<file path="src/rtl/pos_data_preprocessor_mp_pkg.sv">
// Shared types for the multi-phase position preprocessor: particle IDs,
// position tuples, the preprocessor FSM state and the count-field helper.
package md_pkg;
    localparam int ID_WIDTH        = 8;
    localparam int OFFSET_WIDTH    = 16;
    localparam int NUM_FILTER      = 7;
    localparam int NUM_PHASES      = 2;
    // Bit offset of the particle-count field inside a count-cycle read word.
    localparam int PREPROC_CNT_LSB = 0;

    typedef logic [ID_WIDTH-1:0] particle_id_t;

    typedef struct packed {
        logic [OFFSET_WIDTH-1:0] z;
        logic [OFFSET_WIDTH-1:0] y;
        logic [OFFSET_WIDTH-1:0] x;
    } offset_tuple_t;

    typedef enum logic [2:0] {IDLE, COUNT, RUN, WAIT, DONE} preproc_state_t;

    // Particle count carried by a read word during the count cycle.
    function automatic particle_id_t cnt_field(input offset_tuple_t e);
        return e[PREPROC_CNT_LSB +: ID_WIDTH];
    endfunction
endpackage

</file>
<file path="src/rtl/pos_data_preprocessor_mp_if.sv">
// Bus between the cell-memory read side and the preprocessor. The slave
// modport is the preprocessor. PREPROC_PAIR_STATS_EN adds pair_count.
interface pos_data_preprocessor_mp_if
    import md_pkg::*;
#(
    parameter int NUM_FILTER = md_pkg::NUM_FILTER,
    parameter int NUM_PHASES = md_pkg::NUM_PHASES,
    parameter int PHASE_W    = (NUM_PHASES > 1) ? $clog2(NUM_PHASES) : 1
);
    logic [PHASE_W-1:0]                           phase;
    logic                                         reading_particle_num;
    logic                                         pause_reading;
    offset_tuple_t [NUM_PHASES*NUM_FILTER-1:0]    rd_nb_position;
    particle_id_t                                 ref_id;
    particle_id_t                                 particle_id;
    offset_tuple_t [NUM_FILTER-1:0]               ref_pos;
    logic [NUM_FILTER-1:0]                        pair_valid;
    offset_tuple_t                                assembled_position;
    particle_id_t                                 prev_ref_id;
    particle_id_t                                 prev_particle_id;
    logic [PHASE_W-1:0]                           prev_phase;
    particle_id_t                                 ref_particle_count;
    logic                                         reading_done;
    logic                                         busy;
`ifdef PREPROC_PAIR_STATS_EN
    logic [NUM_FILTER-1:0][31:0]                  pair_count;
`endif

    modport master (
        output phase, reading_particle_num, pause_reading, rd_nb_position, ref_id, particle_id,
        input  ref_pos, pair_valid, assembled_position, prev_ref_id, prev_particle_id,
        input  prev_phase, ref_particle_count, reading_done, busy
`ifdef PREPROC_PAIR_STATS_EN
        , input pair_count
`endif
    );

    modport slave (
        input  phase, reading_particle_num, pause_reading, rd_nb_position, ref_id, particle_id,
        output ref_pos, pair_valid, assembled_position, prev_ref_id, prev_particle_id,
        output prev_phase, ref_particle_count, reading_done, busy
`ifdef PREPROC_PAIR_STATS_EN
        , output pair_count
`endif
    );
endinterface

</file>
<file path="src/rtl/pos_data_preprocessor_mp_channel.sv">
// One filter channel: particle count, reference-position latch, registered
// pair-valid and (with PREPROC_PAIR_STATS_EN) a saturating pair counter.
module pos_preproc_channel
    import md_pkg::*;
(
    input  logic          clk,
    input  logic          rst,
    input  offset_tuple_t entry_i,
    input  logic          cnt_load_i,
    input  logic          run_act_i,
    input  particle_id_t  ref_id_i,
    input  particle_id_t  particle_id_i,
    input  particle_id_t  prev_ref_id_i,
    input  particle_id_t  prev_particle_id_i,
    input  particle_id_t  home_cnt_i,
`ifdef PREPROC_PAIR_STATS_EN
    output logic [31:0]   pair_count_o,
`endif
    output offset_tuple_t ref_pos_o,
    output logic          pair_valid_o
);
    particle_id_t  cnt_q;
    offset_tuple_t ref_pos_q;
    logic          pv_q, pv_d, ref_hit;

    // The reference is only latched when it exists in this filter's cell.
    assign ref_hit = run_act_i && (ref_id_i != '0) && (particle_id_i == ref_id_i)
                     && (ref_id_i <= cnt_q);
    // Pairing of last cycle's address; ID 0 never forms a pair.
    assign pv_d    = run_act_i && (ref_id_i != '0) && (prev_ref_id_i != '0)
                     && (prev_particle_id_i != '0) && (prev_ref_id_i <= cnt_q)
                     && (prev_particle_id_i <= home_cnt_i);

    // Count capture happens even while paused.
    always_ff @(posedge clk) begin
        if (rst)             cnt_q <= '0;
        else if (cnt_load_i) cnt_q <= cnt_field(entry_i);
    end

    // Reference latch and pair-valid register.
    always_ff @(posedge clk) begin
        if (rst) begin
            ref_pos_q <= '0;
            pv_q      <= 1'b0;
        end else begin
            if (ref_hit) ref_pos_q <= entry_i;
            pv_q <= pv_d;
        end
    end

`ifdef PREPROC_PAIR_STATS_EN
    logic [31:0] pair_cnt_q;
    // Saturating pulse counter, restarted by each new count capture.
    always_ff @(posedge clk) begin
        if (rst || cnt_load_i)              pair_cnt_q <= '0;
        else if (pv_q && (pair_cnt_q != '1)) pair_cnt_q <= pair_cnt_q + 32'd1;
    end
    assign pair_count_o = pair_cnt_q;
`endif

    assign ref_pos_o    = ref_pos_q;
    assign pair_valid_o = pv_q;
endmodule

</file>
<file path="src/rtl/pos_data_preprocessor_mp.sv">
// Multi-phase position preprocessor top: group mux, control FSM, home count
// and the one-cycle delayed inputs. PREPROC_PAIR_STATS_EN adds pair_count.
module pos_data_preprocessor_mp
    import md_pkg::*;
#(
    parameter int NUM_FILTER = md_pkg::NUM_FILTER,
    parameter int NUM_PHASES = md_pkg::NUM_PHASES,
    parameter int PHASE_W    = (NUM_PHASES > 1) ? $clog2(NUM_PHASES) : 1
) (
    input logic                       clk,
    input logic                       rst,
    pos_data_preprocessor_mp_if.slave bus
);
    preproc_state_t                 state_q, state_d;
    particle_id_t                   home_cnt_q, prev_ref_id_q, prev_particle_id_q;
    logic [PHASE_W-1:0]             prev_phase_q;
    offset_tuple_t                  asm_q;
    offset_tuple_t [NUM_FILTER-1:0] grp, ref_pos_w;
    logic [NUM_FILTER-1:0]          pv_w;
    logic                           run_act;

    // Route the current phase's group of cells to the filters.
    always_comb begin
        grp = '0;
        for (int g = 0; g < NUM_PHASES; g++)
            if (int'(bus.phase) == g)
                for (int i = 0; i < NUM_FILTER; i++)
                    grp[i] = bus.rd_nb_position[g*NUM_FILTER+i];
    end

    // FSM state register.
    always_ff @(posedge clk) begin
        if (rst) state_q <= IDLE;
        else     state_q <= state_d;
    end

    // Next state; a count cycle overrides everything, a pause freezes the rest.
    always_comb begin
        state_d = state_q;
        if (bus.reading_particle_num) begin
            state_d = COUNT;
        end else if (!bus.pause_reading) begin
            case (state_q)
                COUNT: state_d = (home_cnt_q == '0) ? DONE : RUN;
                RUN: begin
                    if (bus.ref_id > home_cnt_q)           state_d = DONE;
                    else if (bus.particle_id > home_cnt_q) state_d = WAIT;
                end
                WAIT: begin
                    if (bus.ref_id > home_cnt_q)           state_d = DONE;
                    else if (bus.ref_id != prev_ref_id_q)  state_d = RUN;
                end
                default: state_d = state_q;
            endcase
        end
    end

    // Home count is only refreshed in phase 0 and survives the other phases.
    always_ff @(posedge clk) begin
        if (rst)
            home_cnt_q <= '0;
        else if (bus.reading_particle_num && (bus.phase == '0))
            home_cnt_q <= cnt_field(bus.rd_nb_position[0]);
    end

    // Delayed inputs and the broadcast home particle.
    always_ff @(posedge clk) begin
        if (rst) begin
            prev_ref_id_q      <= '0;
            prev_particle_id_q <= '0;
            prev_phase_q       <= '0;
            asm_q              <= '0;
        end else begin
            prev_ref_id_q      <= bus.ref_id;
            prev_particle_id_q <= bus.particle_id;
            prev_phase_q       <= bus.phase;
            if (!bus.pause_reading) asm_q <= bus.rd_nb_position[0];
        end
    end

    assign run_act = (state_q == RUN) && !bus.pause_reading;

`ifdef PREPROC_PAIR_STATS_EN
    logic [NUM_FILTER-1:0][31:0] pc_w;
    assign bus.pair_count = pc_w;
`endif

    for (genvar i = 0; i < NUM_FILTER; i++) begin : g_ch
        pos_preproc_channel u_ch (
            .clk               (clk),
            .rst               (rst),
            .entry_i           (grp[i]),
            .cnt_load_i        (bus.reading_particle_num),
            .run_act_i         (run_act),
            .ref_id_i          (bus.ref_id),
            .particle_id_i     (bus.particle_id),
            .prev_ref_id_i     (prev_ref_id_q),
            .prev_particle_id_i(prev_particle_id_q),
            .home_cnt_i        (home_cnt_q),
`ifdef PREPROC_PAIR_STATS_EN
            .pair_count_o      (pc_w[i]),
`endif
            .ref_pos_o         (ref_pos_w[i]),
            .pair_valid_o      (pv_w[i])
        );
    end

    assign bus.ref_pos            = ref_pos_w;
    assign bus.pair_valid         = pv_w;
    assign bus.assembled_position = asm_q;
    assign bus.prev_ref_id        = prev_ref_id_q;
    assign bus.prev_particle_id   = prev_particle_id_q;
    assign bus.prev_phase         = prev_phase_q;
    assign bus.ref_particle_count = home_cnt_q;
    assign bus.reading_done       = (state_q == DONE);
    assign bus.busy               = (state_q != IDLE) && (state_q != DONE);
endmodule
</file>
<file path="src/flat_wrapper.sv">
// flat-port wrapper written by rule: the top's interface ports become plain ports
module pos_data_preprocessor_mp_flat import md_pkg::*;
#(
    parameter int NUM_FILTER = md_pkg::NUM_FILTER,
    parameter int NUM_PHASES = md_pkg::NUM_PHASES,
    parameter int PHASE_W    = (NUM_PHASES > 1) ? $clog2(NUM_PHASES) : 1
)
  (clk, rst, bus_phase, bus_reading_particle_num, bus_pause_reading, bus_rd_nb_position, bus_ref_id, bus_particle_id, bus_ref_pos, bus_pair_valid, bus_assembled_position, bus_prev_ref_id, bus_prev_particle_id, bus_prev_phase, bus_ref_particle_count, bus_reading_done, bus_busy);
  pos_data_preprocessor_mp_if #(.NUM_FILTER(NUM_FILTER), .NUM_PHASES(NUM_PHASES), .PHASE_W(PHASE_W)) bus_i ();
  input logic clk;
  input logic rst;
  input wire logic [$bits(bus_i.phase)-1:0] bus_phase;
  input wire logic [$bits(bus_i.reading_particle_num)-1:0] bus_reading_particle_num;
  input wire logic [$bits(bus_i.pause_reading)-1:0] bus_pause_reading;
  input wire logic [$bits(bus_i.rd_nb_position)-1:0] bus_rd_nb_position;
  input wire logic [$bits(bus_i.ref_id)-1:0] bus_ref_id;
  input wire logic [$bits(bus_i.particle_id)-1:0] bus_particle_id;
  output wire logic [$bits(bus_i.ref_pos)-1:0] bus_ref_pos;
  output wire logic [$bits(bus_i.pair_valid)-1:0] bus_pair_valid;
  output wire logic [$bits(bus_i.assembled_position)-1:0] bus_assembled_position;
  output wire logic [$bits(bus_i.prev_ref_id)-1:0] bus_prev_ref_id;
  output wire logic [$bits(bus_i.prev_particle_id)-1:0] bus_prev_particle_id;
  output wire logic [$bits(bus_i.prev_phase)-1:0] bus_prev_phase;
  output wire logic [$bits(bus_i.ref_particle_count)-1:0] bus_ref_particle_count;
  output wire logic [$bits(bus_i.reading_done)-1:0] bus_reading_done;
  output wire logic [$bits(bus_i.busy)-1:0] bus_busy;
  assign bus_i.phase = bus_phase;
  assign bus_i.reading_particle_num = bus_reading_particle_num;
  assign bus_i.pause_reading = bus_pause_reading;
  assign bus_i.rd_nb_position = bus_rd_nb_position;
  assign bus_i.ref_id = bus_ref_id;
  assign bus_i.particle_id = bus_particle_id;
  assign bus_ref_pos = bus_i.ref_pos;
  assign bus_pair_valid = bus_i.pair_valid;
  assign bus_assembled_position = bus_i.assembled_position;
  assign bus_prev_ref_id = bus_i.prev_ref_id;
  assign bus_prev_particle_id = bus_i.prev_particle_id;
  assign bus_prev_phase = bus_i.prev_phase;
  assign bus_ref_particle_count = bus_i.ref_particle_count;
  assign bus_reading_done = bus_i.reading_done;
  assign bus_busy = bus_i.busy;
  pos_data_preprocessor_mp #(.NUM_FILTER(NUM_FILTER), .NUM_PHASES(NUM_PHASES), .PHASE_W(PHASE_W)) u_core (.clk(clk), .rst(rst), .bus(bus_i));
endmodule
</file>
<file path="config.mk">
export PLATFORM = sky130hd
export DESIGN_NAME = pos_data_preprocessor_mp_flat
export DESIGN_NICKNAME = d
export VERILOG_FILES = /design/src/rtl/pos_data_preprocessor_mp_pkg.sv /design/src/rtl/pos_data_preprocessor_mp_if.sv /design/src/rtl/pos_data_preprocessor_mp_channel.sv /design/src/rtl/pos_data_preprocessor_mp.sv /design/src/flat_wrapper.sv
export SDC_FILE = /design/constraint.sdc
export NUM_CORES = 1
export LEC_CHECK = 0
export ABC_AREA = 1
export CAP_MARGIN = 20
export CELL_PAD_IN_SITES_DETAIL_PLACEMENT = 1
export CELL_PAD_IN_SITES_GLOBAL_PLACEMENT = 1
export CORE_AREA = 2 2 429 431
export DETAILED_ROUTE_END_ITERATION = 10
export DIE_AREA = 0 0 431 433
export PLACE_DENSITY_LB_ADDON = 0.1
export SETUP_SLACK_MARGIN = 0.2
export SYNTH_ARGS = -nofsm -noshare
export SYNTH_HDL_FRONTEND = slang
export SYNTH_SLANG_ARGS = --single-unit
</file>
<file path="constraint.sdc">
create_clock -name clk -period 5.5 [get_ports clk]
set_input_delay 0.825 -clock clk [delete_from_list [all_inputs] [get_ports clk]]
set_output_delay 0.825 -clock clk [all_outputs]
set_load 0.01 [all_outputs]
</file>
== Yosys cells after proc, flatten, opt, wreduce, memory -nomap -nowiden ==
Index checks and enable logic that the tools add are counted.
W data, S select, Z words.

* Output and inout bits: 418
* Input port bits: 693
* Register bits after elaboration: 475
* Word-level logic and storage cells: 123

* Reduce and logical (&&, ||, !) cells: 39
* Equality and inequality tests: 12
* Magnitude comparators: 17
* Bitwise logic cells: 2
* Muxes and demuxes: 9

{| class="wikitable"
|+ Operators with widths
! cell !! count
|-
| $mux W336 || 1
|-
| $le A8 B8 Y1 || 15
|-
| $logic_and A1 B1 Y1 || 28
|-
| $reduce_bool A8 Y1 || 3
|-
| $gt A8 B8 Y1 || 2
|-
| $mux W3 || 5
|-
| $pmux W3 S3 || 1
|-
| $eq A8 B8 Y1 || 1
|-
| $logic_not A8 Y1 || 1
|-
| $ne A4 B2 Y1 const B || 2
|-
| $ne A8 B8 Y1 || 1
|-
| $reduce_and A4 Y1 || 2
|-
| $eq A3 B2 Y1 const B || 2
|-
| $ne A3 B1 Y1 const B || 2
|-
| $reduce_bool A3 Y1 || 2
|-
| $reduce_bool A4 Y1 || 1
|-
| $eq A3 B1 Y1 const B || 1
|-
| $eq A3 B3 Y1 const B || 1
|-
| $ne A3 B3 Y1 const B || 1
|-
| $mux W1 || 2
|-
| $ne A2 B2 Y1 const B || 1
|-
| $not A1 Y1 || 2
|-
| $reduce_or A2 Y1 || 1
|-
| $logic_not A1 Y1 || 1
|}

== Logic depth before layout (Yosys ltp) ==
* Depth in word-level cells: 7
* Depth in mapped cells: 15
* Depth with buffers taken out: 15

== By module ==
From an unflattened synthesis, not the netlist that was laid out.

* Cell total of the unflattened synthesis: 4794
* Area total of the unflattened synthesis: 29493.3 µm²

{| class="wikitable"
|+ Modules (own cells, without submodules)
! module !! instances !! sequential area each (µm²) !! cells each !! area each (µm²)
|-
| pos_preproc_channel || 7 || 1141.1 || 471 || 3185.6
|-
| pos_data_preprocessor_mp || 1 || 1521.5 || 1497 || 7194.4
|}

== Worst setup path after synthesis ==
Ideal clock, no wire load.

* Kind: input-to-reg
* From: input bus_ref_id[0]
* To: register u_core.g_ch[4].u_ch.ref_pos_q, in the netlist u_core.g_ch[4].u_ch.ref_pos_o[38]
* Library setup time: 65 ps
* Path buffers: 2
* Data arrival time: 2359 ps
* Path slack: 3076 ps
* Required time: 5435 ps
* Cell stages on the path: 13
* Cell sequence: clkinv_1 > ha_1 > inv_1 > a21oi_1 > o21ai_0 > nand2_1 > nand3_1 > o21ai_0 > nand2_1 > clkbuf_2 > clkbuf_1 > o21ai_0 > nor2_1

* Word-level cells in the longest chain between the ends: 4
* Elaborated cells between the ends (all ways): 6
* Those cells by class: 1 x order compare; 1 x eq/ne; 4 x reduce/logical

{| class="wikitable"
|+ Ends and longest elaborated chain
! what !! line !! text
|-
| start, declared || flat_wrapper.sv:16 || <nowiki>input wire logic [$bits(bus_i.ref_id)-1:0] bus_ref_id;</nowiki>
|-
| branches (longest 3 deep; another with $le A8 B8 Y1) || n/a ||
|-
| $logic_and A1 B1 Y1 (*) || pos_data_preprocessor_mp_channel.sv:28 || <nowiki>&& (ref_id_i <= cnt_q);</nowiki>
|-
| end signal, assigned || pos_data_preprocessor_mp_channel.sv:46 || <nowiki>if (ref_hit) ref_pos_q <= entry_i;</nowiki>
|-
| end, declared || pos_data_preprocessor_mp_channel.sv:23 || <nowiki>offset_tuple_t ref_pos_q;</nowiki>
|}

Every way passes the cells marked *.
A chain may end at the register's enable or synchronous reset.

== Worst setup path in the final report ==
* From: input bus_ref_id[6]
* To: register u_core.g_ch[3].u_ch.ref_pos_q, in the netlist u_core.g_ch[3].u_ch.ref_pos_o[22]

* Word-level cells in the longest chain between the ends: 4
* Elaborated cells between the ends (all ways): 6
* Those cells by class: 1 x order compare; 1 x eq/ne; 4 x reduce/logical

{| class="wikitable"
|+ Ends and longest elaborated chain
! what !! line
|-
| branches (longest 3 deep; another with $le A8 B8 Y1) || n/a
|-
| $logic_and A1 B1 Y1 (*) || pos_data_preprocessor_mp_channel.sv:28
|-
| end signal, assigned || pos_data_preprocessor_mp_channel.sv:46
|-
| end, declared || pos_data_preprocessor_mp_channel.sv:23
|}

Marks and branches as above.

==> results.md <==
* Clock insertion delay at the later pin of the skew report at 660 ps
* Final WS setup at 1890 ps
* Largest vdd supply drop at 0.172 mV
* GR met2 Demand/Resource at 0.294
* GRT Resource Usage Total at 0.157
* Post-synth ARST share at 0
* Setup skew after layout at 27.2 ps
* Half-perimeter wire length after placement at 119000 um
* Worst Path Buf+Inv at 4
* Total count of hold-check failures in the final report at 0
* Initial drt markers at 866
* Class of the tightest hold or removal check: reg -> reg
* Routed WL per cell at 22.0 um
* Min-Delay Endpoint: u_core.g_ch[1].u_ch.ref_pos_o[4]$_SDFFE_PP0P_
* Initial standard-cell utilization of the core at 0.131
* Leakage component of the power at 0.0161 uW
* Most frequent cells in the layout: 1109 x clkdlybuf4s50_1, 892 x nand2_1, 750 x nor2_1
* Start point of the worst hold path: u_core.g_ch[1].u_ch.ref_pos_o[4]$_SDFFE_PP0P_
* Number of instances in the synthesized netlist at 3474
* Final critical-path share of the clock period at 0.656
* Number of warnings reported in the yosys synthesis log at 0
* Clock tree from TritonCTS: built
* CTS Hold Bufs at 0
* Reg-to-Reg End: u_core.g_ch[3].u_ch.ref_pos_o[22]$_SDFFE_PP0P_
* CP max stage delay at 910 ps
* R2R Setup Slk at 2610 ps
* Share of final-layout standard cells stronger than drive strength 1 at 0.0505
* Cell at the root of the clock tree: clkbuf_16
* Area grow syn2layout at 67.4%
* Max-slew violations at 0
* Power per Cell Area at 253 nW/um2
* Yosys cell types at 34
* Max-slew headroom at the worst pin at 0.339
* Synthesized cell area at 23800 um2
* Die area at 187000 um2
* Count of cells along the worst register-to-register path at 12
* Port Buf Inserts at 1110
* Number of endpoints failing setup at the final stage at 0
* Number of nets produced by synthesis at 4303
* Sequential cell area fraction in the yosys report at 0.400
* Fmax achieved at 277 MHz
* Number of vias in the routed layout at 26200
* # rows at 157
* Filler Cell Count at 21700
* Largest delay contributor family on the critical path: buffers and inverters
* Crit path capture type: flip-flop
* Via density at 3.77
* Count of cells along the worst hold path at 2
* Post-CTS setup buffer count at 0
* Transition at the pin with the smallest max-transition slack at 992 ps
* Worst slack, placed at 1110 ps
* Worst Path Arrival at 4180 ps
* Sum of routed wire length over all layers at 153000 um
* Worst-path cell chain: clkdlybuf4s50_1, clkinv_1, nand4_1, o21ai_1, nor2_4, nand2_4, inv_2, buf_4, nor2_1, nor2_1
* Max FO, Critical Path at 41
* Gr busiest metal: met2
* Category of the most critical setup path: in -> reg
* Result of the run: finished clean
* Number of gates given a new drive strength after cts at 0
* Met3 demand-to-capacity share in global routing at 0.0434
* Maximum buffer depth of the clock tree at 3
* Number of top-level design ports at 1111
* Synthesized area divided by synthesized cell count at 6.85 um2
* Met1 track demand over resource in global routing at 0.172
* Initial antenna violation count at 18
* Commonest non-fill, non-tap cell in the layout: clkdlybuf4s50_1
* Depth of the CTS H-tree at 3
* CP required at 6080 ps
* Number of nets with antenna violations after routing at 0
* First-pass GRT wire length at 211000 um
* Clock input transition at the sequential cells of the worst setup and hold paths at 50 ps
* Pin count of the biggest net entering global routing at 103
* Crit path top cell by count: nor2_1
* DRC violation count after routing at 0
* Reported max-cap violation count at 0
* Nets@finish at 5323
* Number of buffers inserted during clock tree synthesis at 72
* Count of flip-flops with a built-in enable after synthesis at 0
* Via count of the first global-routing pass at 27600
* Synthesis-stage register bit count at 475
* Slowest-stage cell, CP: clkdlybuf4s50_1
* Global-route congestion overflow total at 0
* Clock period minus final worst setup slack at 3610 ps
* Die height at 433 um
* Launching element type of the critical path: input port
* Setup repair after global routing missed its margin: no
* Startpoint of the lowest-slack register-to-register path: u_core.state_q[2]$_SDFFE_PP0P_
* Global placer's final weighted congestion at 0.793
* Setup total negative slack at 0 ps
* Die boundary width at 431 um
* CORE AREA at 182000 um2
* Number of clock sinks seen by CTS at 475
* Detailed Routing Iterations Pass 1 at 4
* Main flop type after synthesis: dfxtp_1
tightest hold or removal path: cells and delay by family, from the launching register on:
kind,cells,cell delay [ps]
DFF,1,320
and+or+nand+nor,2,130
registers in the layout, summed over array words and instances (netlist names):
| name | count |
|---|---|
| u_core.g_ch.u_ch.cnt_q | 56 |
| u_core.bus.assembled_position | 48 |
| u_core.bus.prev_ref_id | 8 |
| u_core.g_ch.u_ch.ref_pos_o | 336 |
| u_core.g_ch.u_ch.pair_valid_o | 7 |
| u_core.state_q | 3 |
| u_core.bus.prev_phase | 1 |
| u_core.bus.prev_particle_id | 8 |
| u_core.bus.ref_particle_count | 8 |
Yosys cell counts, drive strengths merged, types with 2 or more instances:
cell type    n  area [um2]
a211oi       8        60.1
a21oi      137         686
buf         73         534
clkbuf     149         562
clkinv       5        18.8
dfxtp      475        9510
ha         136        1700
inv        176         661
mux2i       64         641
nand2      900        3410
nand3       59         295
nand4       19         119
nor2       752        2830
nor3        13        65.1
nor4         5        31.3
o21ai      406        2030
o21bai       3        22.5
o22ai       49         307
or2         32         200
xnor2        2        17.5
xor2         7        61.3
logic make-up (layout without fill, tap and decap cells):
group	Yosys count	after routing	synth area share
AND/OR/NAND/NOR	1781	1781	0.292
XOR/XNOR	9	9	0.00331
other	0	8	0
AO/OA/AOI/OAI	606	606	0.132
adder cells (fa/ha/maj)	136	136	0.0715
flip-flops	475	475	0.400
buffers and inverters	403	1480	0.0746
multiplexers	64	64	0.0269
worst max-delay path by stage:
| stage | startpoint | endpoint | slack (ps) | depth (start not counted) |
|---|---|---|---|---|
| detailed placement | bus_ref_id[6] | u_core.g_ch[3].u_ch.ref_pos_o[29]$_SDFFE_PP0P_ | 1110 | 10 |
| global route | bus_ref_id[6] | u_core.g_ch[3].u_ch.ref_pos_o[22]$_SDFFE_PP0P_ | 1650 | 10 |
| floorplan | bus_ref_id[0] | u_core.g_ch[4].u_ch.ref_pos_o[38]$_SDFFE_PP0P_ | 3080 | 13 |
| global placement | bus_ref_id[6] | u_core.g_ch[3].u_ch.ref_pos_o[17]$_SDFFE_PP0P_ | 1190 | 10 |
| CTS | bus_ref_id[6] | u_core.g_ch[3].u_ch.ref_pos_o[21]$_SDFFE_PP0P_ | 1830 | 10 |
| finish | bus_ref_id[6] | u_core.g_ch[3].u_ch.ref_pos_o[22]$_SDFFE_PP0P_ | 1890 | 10 |
power by group:
| group | switching, uW | total [uW] | internal, uW |
|---|---|---|---|
| registers | 37.9 | 3550 | 3510 |
| logic | 860 | 1670 | 809 |
| clock network | 1940 | 4850 | 2910 |
area by class of cell:
| cell class | instances | area, um2 | share of cell area |
|---|---|---|---|
| diodes | 8 | 20.0 | 0.000503 |
| clock buffers | 102 | 2070 | 0.0519 |
| clock inverters | 29 | 355 | 0.00892 |
| inverters | 181 | 694 | 0.0174 |
| multi-input cells | 2596 | 12500 | 0.315 |
| flip-flops and latches | 475 | 9510 | 0.239 |
| well taps | 2385 | 2980 | 0.0749 |
| repair buffers | 1168 | 11700 | 0.293 |
metrics by stage:
step           power (uW)  hold WS [ps]  instance area, um2  utilization  cells
2_1_floorplan        4300           458               23800            -   3474
3_3_place_gp         5340           460               37400        0.205   6803
3_5_place_dp         5350           470               37400        0.205   6805
4_1_cts             10400           484               39800        0.219   6936
5_1_grt             10600           503               39800        0.219   6941
6_report            10100           478               39800        0.219   6944
routing by layer:
| metal | vias up | part of all wire |
|---|---|---|
| met2 | 613 | 0.52 |
| met3 | 162 | 0.059 |
| li1 | 13200 | - |
| met4 | 16 | 0.025 |
| met5 | - | 0.00070 |
| met1 | 12200 | 0.39 |
(Power assumes the default switching activity.)
